[config.mk]
export PLATFORM = sky130hd
export DESIGN_NAME = fp_align_pipe
export DESIGN_NICKNAME = d
export VERILOG_FILES = /design/src/rtl/fp_align_pipe.sv
export SDC_FILE = /design/constraint.sdc
export NUM_CORES = 1
export LEC_CHECK = 0
export CAP_MARGIN = 40
export CORE_ASPECT_RATIO = 0.7
export CORE_MARGIN = 2
export CORE_UTILIZATION = 52
export CTS_CLUSTER_DIAMETER = 120
export CTS_CLUSTER_SIZE = 8
export DETAILED_ROUTE_END_ITERATION = 8
export GPL_TIMING_DRIVEN = 0
export PLACE_DENSITY = 0.81
export SETUP_SLACK_MARGIN = 0.1
export SYNTH_ARGS = -nofsm -noshare
export SYNTH_HDL_FRONTEND = slang
export SYNTH_SLANG_ARGS = --single-unit
[constraint.sdc]
create_clock -name clk -period 6.2 [get_ports clk]
set_clock_uncertainty 0.1 [all_clocks]
set_input_delay 1.24 -clock clk [delete_from_list [all_inputs] [get_ports clk]]
set_output_delay 1.24 -clock clk [all_outputs]
set_load 0.005 [all_outputs]
[src/rtl/fp_align_pipe.sv]
// fp_align_pipe: two-stage exponent compare and mantissa alignment; define FP_ALIGN_STICKY_EN for sticky and LSB jamming
module fp_align_pipe #(
    parameter int EXP_W = 8,
    parameter int MAN_W = 23,
    parameter int GRD_W = 9,
    localparam int W = MAN_W + 1 + GRD_W,
    localparam int SH_W = $clog2(W + 1)
) (
    input  logic                   clk,
    input  logic                   reset,
    input  logic                   in_valid,
    output logic                   in_ready,
    input  logic [EXP_W+MAN_W-1:0] a_op,
    input  logic [EXP_W+MAN_W-1:0] b_op,
    input  logic                   a_hid,
    input  logic                   b_hid,
    output logic                   out_valid,
    input  logic                   out_ready,
    output logic [W-1:0]           big_man,
    output logic [W-1:0]           small_man,
    output logic [EXP_W-1:0]       big_exp,
    output logic                   swapped,
    output logic                   sticky
);
    logic [MAN_W:0] a_sig, b_sig, s1_big_q, s1_big_d, s1_small_q, s1_small_d;
    logic [EXP_W-1:0] a_exp, b_exp, s1_exp_q, s1_exp_d, big_exp_q, big_exp_d;
    logic [EXP_W:0] d, mag;
    logic [SH_W-1:0] sh, s1_sh_q, s1_sh_d;
    logic [W-1:0] shifted, big_man_q, big_man_d, small_man_q, small_man_d;
    logic s1_v_q, s1_v_d, s1_swp_q, s1_swp_d;
    logic out_valid_q, out_valid_d, swapped_q, swapped_d, sticky_q, sticky_d;
    logic s2_ready, s1_ld, s2_ld, stk;

    assign a_exp = a_op[EXP_W+MAN_W-1:MAN_W];
    assign b_exp = b_op[EXP_W+MAN_W-1:MAN_W];
    assign a_sig = {a_hid, a_op[MAN_W-1:0]};
    assign b_sig = {b_hid, b_op[MAN_W-1:0]};
    assign d = {1'b0, a_exp} - {1'b0, b_exp};
    assign mag = d[EXP_W] ? -d : d;
    assign sh = (32'(mag) > W) ? SH_W'(W) : SH_W'(mag);
    assign s2_ready = !out_valid_q || out_ready;
    assign in_ready = !s1_v_q || s2_ready;
    assign s1_ld = in_valid && in_ready;
    assign s2_ld = s1_v_q && s2_ready;

`ifdef FP_ALIGN_STICKY_EN
    logic [2*W-1:0] wide;
    // the lower half of the double-width shift collects every bit pushed out of small_man
    assign wide = {s1_small_q, {(GRD_W + W){1'b0}}} >> s1_sh_q;
    assign stk = |wide[W-1:0];
    assign shifted = wide[2*W-1:W] | {{(W - 1){1'b0}}, stk};
`else
    assign stk = 1'b0;
    assign shifted = {s1_small_q, {GRD_W{1'b0}}} >> s1_sh_q;
`endif

    // next state: valids follow the handshake, data reloads only on a transfer into the stage
    always_comb begin
        s1_v_d      = in_ready ? in_valid : s1_v_q;
        s1_swp_d    = s1_ld ? d[EXP_W] : s1_swp_q;
        s1_big_d    = s1_ld ? (d[EXP_W] ? b_sig : a_sig) : s1_big_q;
        s1_small_d  = s1_ld ? (d[EXP_W] ? a_sig : b_sig) : s1_small_q;
        s1_exp_d    = s1_ld ? (d[EXP_W] ? b_exp : a_exp) : s1_exp_q;
        s1_sh_d     = s1_ld ? sh : s1_sh_q;
        out_valid_d = s2_ready ? s1_v_q : out_valid_q;
        swapped_d   = s2_ld ? s1_swp_q : swapped_q;
        big_man_d   = s2_ld ? {s1_big_q, {GRD_W{1'b0}}} : big_man_q;
        small_man_d = s2_ld ? shifted : small_man_q;
        big_exp_d   = s2_ld ? s1_exp_q : big_exp_q;
        sticky_d    = s2_ld ? stk : sticky_q;
    end

    // pipeline registers; reset drops anything in flight at once
    always_ff @(posedge clk or posedge reset) begin
        if (reset) begin
            s1_v_q      <= 1'b0;
            s1_swp_q    <= 1'b0;
            s1_big_q    <= '0;
            s1_small_q  <= '0;
            s1_exp_q    <= '0;
            s1_sh_q     <= '0;
            out_valid_q <= 1'b0;
            swapped_q   <= 1'b0;
            big_man_q   <= '0;
            small_man_q <= '0;
            big_exp_q   <= '0;
            sticky_q    <= 1'b0;
        end else begin
            s1_v_q      <= s1_v_d;
            s1_swp_q    <= s1_swp_d;
            s1_big_q    <= s1_big_d;
            s1_small_q  <= s1_small_d;
            s1_exp_q    <= s1_exp_d;
            s1_sh_q     <= s1_sh_d;
            out_valid_q <= out_valid_d;
            swapped_q   <= swapped_d;
            big_man_q   <= big_man_d;
            small_man_q <= small_man_d;
            big_exp_q   <= big_exp_d;
            sticky_q    <= sticky_d;
        end
    end

    assign out_valid = out_valid_q;
    assign big_man   = big_man_q;
    assign small_man = small_man_q;
    assign big_exp   = big_exp_q;
    assign swapped   = swapped_q;
    assign sticky    = sticky_q;
endmodule

### Word level (Yosys, flattened, before mapping)

Cells that the tools add are included.

| word-level totals | value |
|---|---|
| bits in registers | 131 |
| bits of input ports | 68 |
| output and inout bits | 78 |
| logic and storage cells | 26 |

| cells by class | value |
|---|---|
| reductions and logical operators | 6 |
| magnitude comparators | 1 |
| add/sub/neg operators | 2 |
| shift-type cells | 1 |
| mux-type cells | 5 |

Operators with widths:

| operator | count |
|---|---|
| $mux W24 | 2 |
| $shr A33 B6 Y33 | 1 |
| $gt A9 B6 Y1 const B | 1 |
| $mux W9 | 1 |
| $neg A9 Y9 | 1 |
| $sub A8 B8 Y9 | 1 |
| $mux W8 | 1 |
| $mux W6 | 1 |
| $logic_and A1 B1 Y1 | 2 |
| $logic_not A1 Y1 | 2 |
| $logic_or A1 B1 Y1 | 2 |

### Longest topological paths before layout

| logic depth | value |
|---|---|
| depth in word-level cells | 5 |
| depth in mapped cells | 13 |
| depth with buffers taken out | 12 |

### Least setup slack after synthesis

Ideal clock, no wire load.

| path | value |
|---|---|
| kind | input to register |
| start | input port a_op[23] |
| end | register s1_sh_q[0] |
| path slack | 2.340 ns |
| setup time | 0.139 ns |
| data required time | 5.961 ns |
| data arrival time | 3.622 ns |
| path buffers | 0 |
| stages on the path | 11 |
| cells stage by stage | inv_1 ha_1 inv_1 fa_1 a21o_1 a221oi_2 nand2_1 a31o_1 or4_1 a32o_2 a2bb2oi_1 |

| between the ends | value |
|---|---|
| word-level cells in the longest chain between the ends | 5 |

RTL lines:

| element | line | text |
|---|---|---|
| from (decl) | 13 | `input logic [EXP_W+MAN_W-1:0] a_op,` |
| $sub A8 B8 Y9 (*) | 38 | `assign d = {1'b0, a_exp} - {1'b0, b_exp};` |
| $neg A9 Y9 | 39 | `assign mag = d[EXP_W] ? -d : d;` |
| $mux W9 (*) | 39 |  |
| $gt A9 B6 Y1 | 40 | `assign sh = (32'(mag) > W) ? SH_W'(W) : SH_W'(mag);` |
| $mux W6 (*) | 40 |  |
| to (signal assigned) | 94 | `s1_sh_q <= s1_sh_d;` |
| to (decl) | 28 | `logic [SH_W-1:0] sh, s1_sh_q, s1_sh_d;` |

Mark *: on every way between the ends. The rest lies on a longest branch, timed or not.
A chain may end at the register's enable or synchronous reset.

### Worst setup path after layout

| path | value |
|---|---|
| start | input port a_op[23] |
| end | register s1_small_q[8] |

| between the ends | value |
|---|---|
| word-level cells in the longest chain between the ends | 2 |

RTL lines:

| element | line | text |
|---|---|---|
| $sub A8 B8 Y9 | 38 |  |
| $mux W24 | 62 | `s1_small_d = s1_ld ? (d[EXP_W] ? a_sig : b_sig) : s1_small_q;` |
| to (signal assigned) | 92 | `s1_small_q <= s1_small_d;` |
| to (decl) | 25 | `logic [MAN_W:0] a_sig, b_sig, s1_big_q, s1_big_d, s1_small_q, s1_small_d;` |

No other way between the ends.

==> flow_metrics.tcl <==
set metrics [dict create \
    outcome "finished clean" \
    die-area_sq_um 14850 \
    drt.antenna.violating_nets 0 \
    start_util_pct 54.03 \
    hold_buffers 0 \
    dr.pass1.iters 5 \
    async_flop_share_pct 100.0 \
    worst_slew_pin_slew_ns 0.9170 \
    power.leakage_nw 4.291 \
    min_period_ns 4.243 \
    peakVddDrop_uv 233.7 \
    synthFlopType "dfrtp_1" \
    pin_count 146 \
    grt_max_degree 85 \
    p_per_area_nw_per_um2 376.0 \
    area_growth_pct 31.21 \
    period_share_pct 68.43 \
    nNetsFinal 971 \
    gr-total-overflow 0 \
    rsz0062_at_grt "false" \
    track_usage_pct 27.89 \
    stdcell_area_sq_um 9469 \
    ys_ff_latch 131 \
    dpl_cell_area_sq_um 8866 \
    hold_path_class "register to register" \
    grt_pass1_vias 6087 \
    power_mw 3.561 \
    cts_setup_buffers 0 \
    numCtsBuffers 17 \
    avgSynthCellArea_sq_um 9.900 \
    max_freq_mhz 235.7 \
    cap_violations 0 \
    finalSetupTns_ns 0 \
    rows 35 \
    clockBufferDepth 2 \
    worstSetupStartpointType "input port" \
    finalHoldViolCount 0 \
    synthTopCellsByArea "dfrtp_1, mux2i_1, nand2_1, mux2_2, o21ai_0" \
    syn_area_sq_um 7217 \
    synth_cells 729 \
    cts_resized 0 \
    synth.largest_area_cell "dfrtp_1" \
    critPathCaptureType "register" \
    setup_viol 0 \
    cts.htree.levels 4 \
    dr_total_vias 6187 \
    seq_area_sq_um 3278 \
    clkLatencyLatePin_ns 0.42 \
    cp_data_arrival_time_ns 4.43 \
    hpwl_microns 14790 \
    yosys.area.top_type_share_pct 45.42 \
    utilization_pct 70.89 \
    die_y_microns 102.6 \
    globalplace.congestion 0.9507 \
    reg2reg_depth 11 \
    coreArea_sq_um 13360 \
    yosysWarnings 0 \
    hold_ws_ns 0.3766 \
    wire_per_inst_microns 18.05 \
    worstPathRequired_ns 6.39 \
    cts_tree "yes" \
    layout-drive-gt1-share_pct 12.38 \
    finalMaxSlewViolations 0 \
    drt_iter0_markers 411 \
    multi_input_area_sq_um 3626 \
    cts-root-buf "clkbuf_16" \
    ys_seq_area_share_pct 45.42 \
    ys_types 52 \
    synth_edf_count 0 \
    slew_headroom_pct 38.30 \
    drt_wl_total_microns 19670 \
    io_buffers 135 \
    clkTransAtPathRegs_ns 0.06 \
    whs_path_depth 2 \
    n_antenna_cell 0 \
    routed_via_density 5.676 \
    cp_max_fo 10 \
    criticalPathCategory "input port to register" \
    grt_pass1_wl_microns 31640 \
    cts_sinks 131 \
    grt_antenna_before_repair 0 \
    fillers 1052 \
    drc 0 \
    fp.dieW_microns 144.8 \
]
[metal layers]
| layer | GRT usage, % | wire (microns) | vias to the layer above |
|---|---|---|---|
| li1 | - | - | 2886 |
| met1 | 40.10 | 8985 | 3038 |
| met2 | 42.85 | 8810 | 234 |
| met5 | 0 | 0 | - |
| met4 | 8.439 | 281 | 0 |
| met3 | 6.131 | 1597 | 29 |
[logic make-up (layout without fill, tap and decap cells)]
group / after synthesis / in the layout / synth area share, %
muxes: 136 / 136 / 21.01
other: 1 / 10 / 0.05196
and+or+nand+nor: 195 / 195 / 11.39
DFF: 131 / 131 / 45.42
AOI/OAI and AO/OA: 168 / 168 / 14.39
buffers and inverters: 79 / 246 / 4.802
adders and majority gates: 10 / 10 / 1.838
xor gates and xnor gates: 9 / 9 / 1.092
[through the flow]
step / instances / worst slack, ns
floorplan: 738 / 1.362
global placement: 1058 / -0.3160
detailed placement: 1059 / 1.548
CTS: 1090 / 1.948
global route: 1090 / 1.727
finish: 1090 / 1.957
[registers in the layout, summed over array words and instances, names as in the netlist, 6 cells and up]
signal      count
big_exp         8
small_man      33
s1_sh_q         6
s1_big_q       24
big_man        24
s1_small_q     24
s1_exp_q        8
[synth_stat cells (8+ instances only)]
| master | instances |
|---|---|
| buf_2 | 10 |
| mux4_2 | 8 |
| o21ai_0 | 89 |
| mux2_2 | 44 |
| dfrtp_1 | 131 |
| ha_1 | 9 |
| nand2_1 | 141 |
| inv_1 | 18 |
| a22o_1 | 21 |
| a21oi_1 | 16 |
| buf_4 | 10 |
| clkbuf_1 | 31 |
| mux2i_1 | 84 |
| buf_1 | 8 |
| nor2_1 | 15 |
[final cells by class]
| type | count | share of cell area [%] |
|---|---|---|
| Buffer | 59 | 2.867 |
| Sequential cell | 131 | 34.62 |
| Multi-Input combinational cell | 528 | 38.29 |
| Clock buffer | 17 | 4.493 |
| Tap cell | 185 | 2.445 |
| Clock inverter | 14 | 1.876 |
| Timing Repair Buffer | 136 | 14.56 |
| Inverter | 20 | 0.8457 |
[worst max-delay path: stages]
cell and delay [ns]:
clkdlybuf4s50_1 0.44, inv_1 0.07, ha_1 0.16, inv_1 0.05, fa_1 0.42, a21o_1 0.22
a221oi_2 0.39, o21bai_1 0.10, a21oi_1 0.20, buf_2 0.27, buf_2 0.36, mux2i_1 0.36
o21ai_0 0.12
[final timing paths]
path | startpoint | end | slack [ns]
setup / recovery | a_op[23] | s1_small_q[8] | 1.96
hold reg to reg | s1_big_q[12] | s1_big_q[12] | 0.38
hold / removal | s1_big_q[12] | s1_big_q[12] | 0.38
min in group asynchronous | reset | big_man[17] | 1.11
setup reg to reg | s1_sh_q[1] | small_man[2] | 3.29
max in group asynchronous | reset | s1_sh_q[0] | 4.15
[power by group]
| group | internal (mW) | switching [mW] |
|---|---|---|
| Sequential | 1.05 | 0.129 |
| Clock | 0.634 | 0.392 |
| Combinational | 0.657 | 0.700 |
| Total | 2.34 | 1.22 |
[placed cells by master (no fill, tap or decap), types with 15 or more instances in the layout]
cell type	Yosys	routed
nand2_1	141	141
dfrtp_1	131	131
clkbuf_1	31	31
a22o_1	21	21
nor2_1	15	15
clkdlybuf4s50_1	0	135
clkbuf_16	0	17
mux2i_1	84	84
mux2_2	44	44
o21ai_0	89	89
inv_1	18	17
a21oi_1	16	16
No activity file was read; power rests on OpenSTA's default activity.
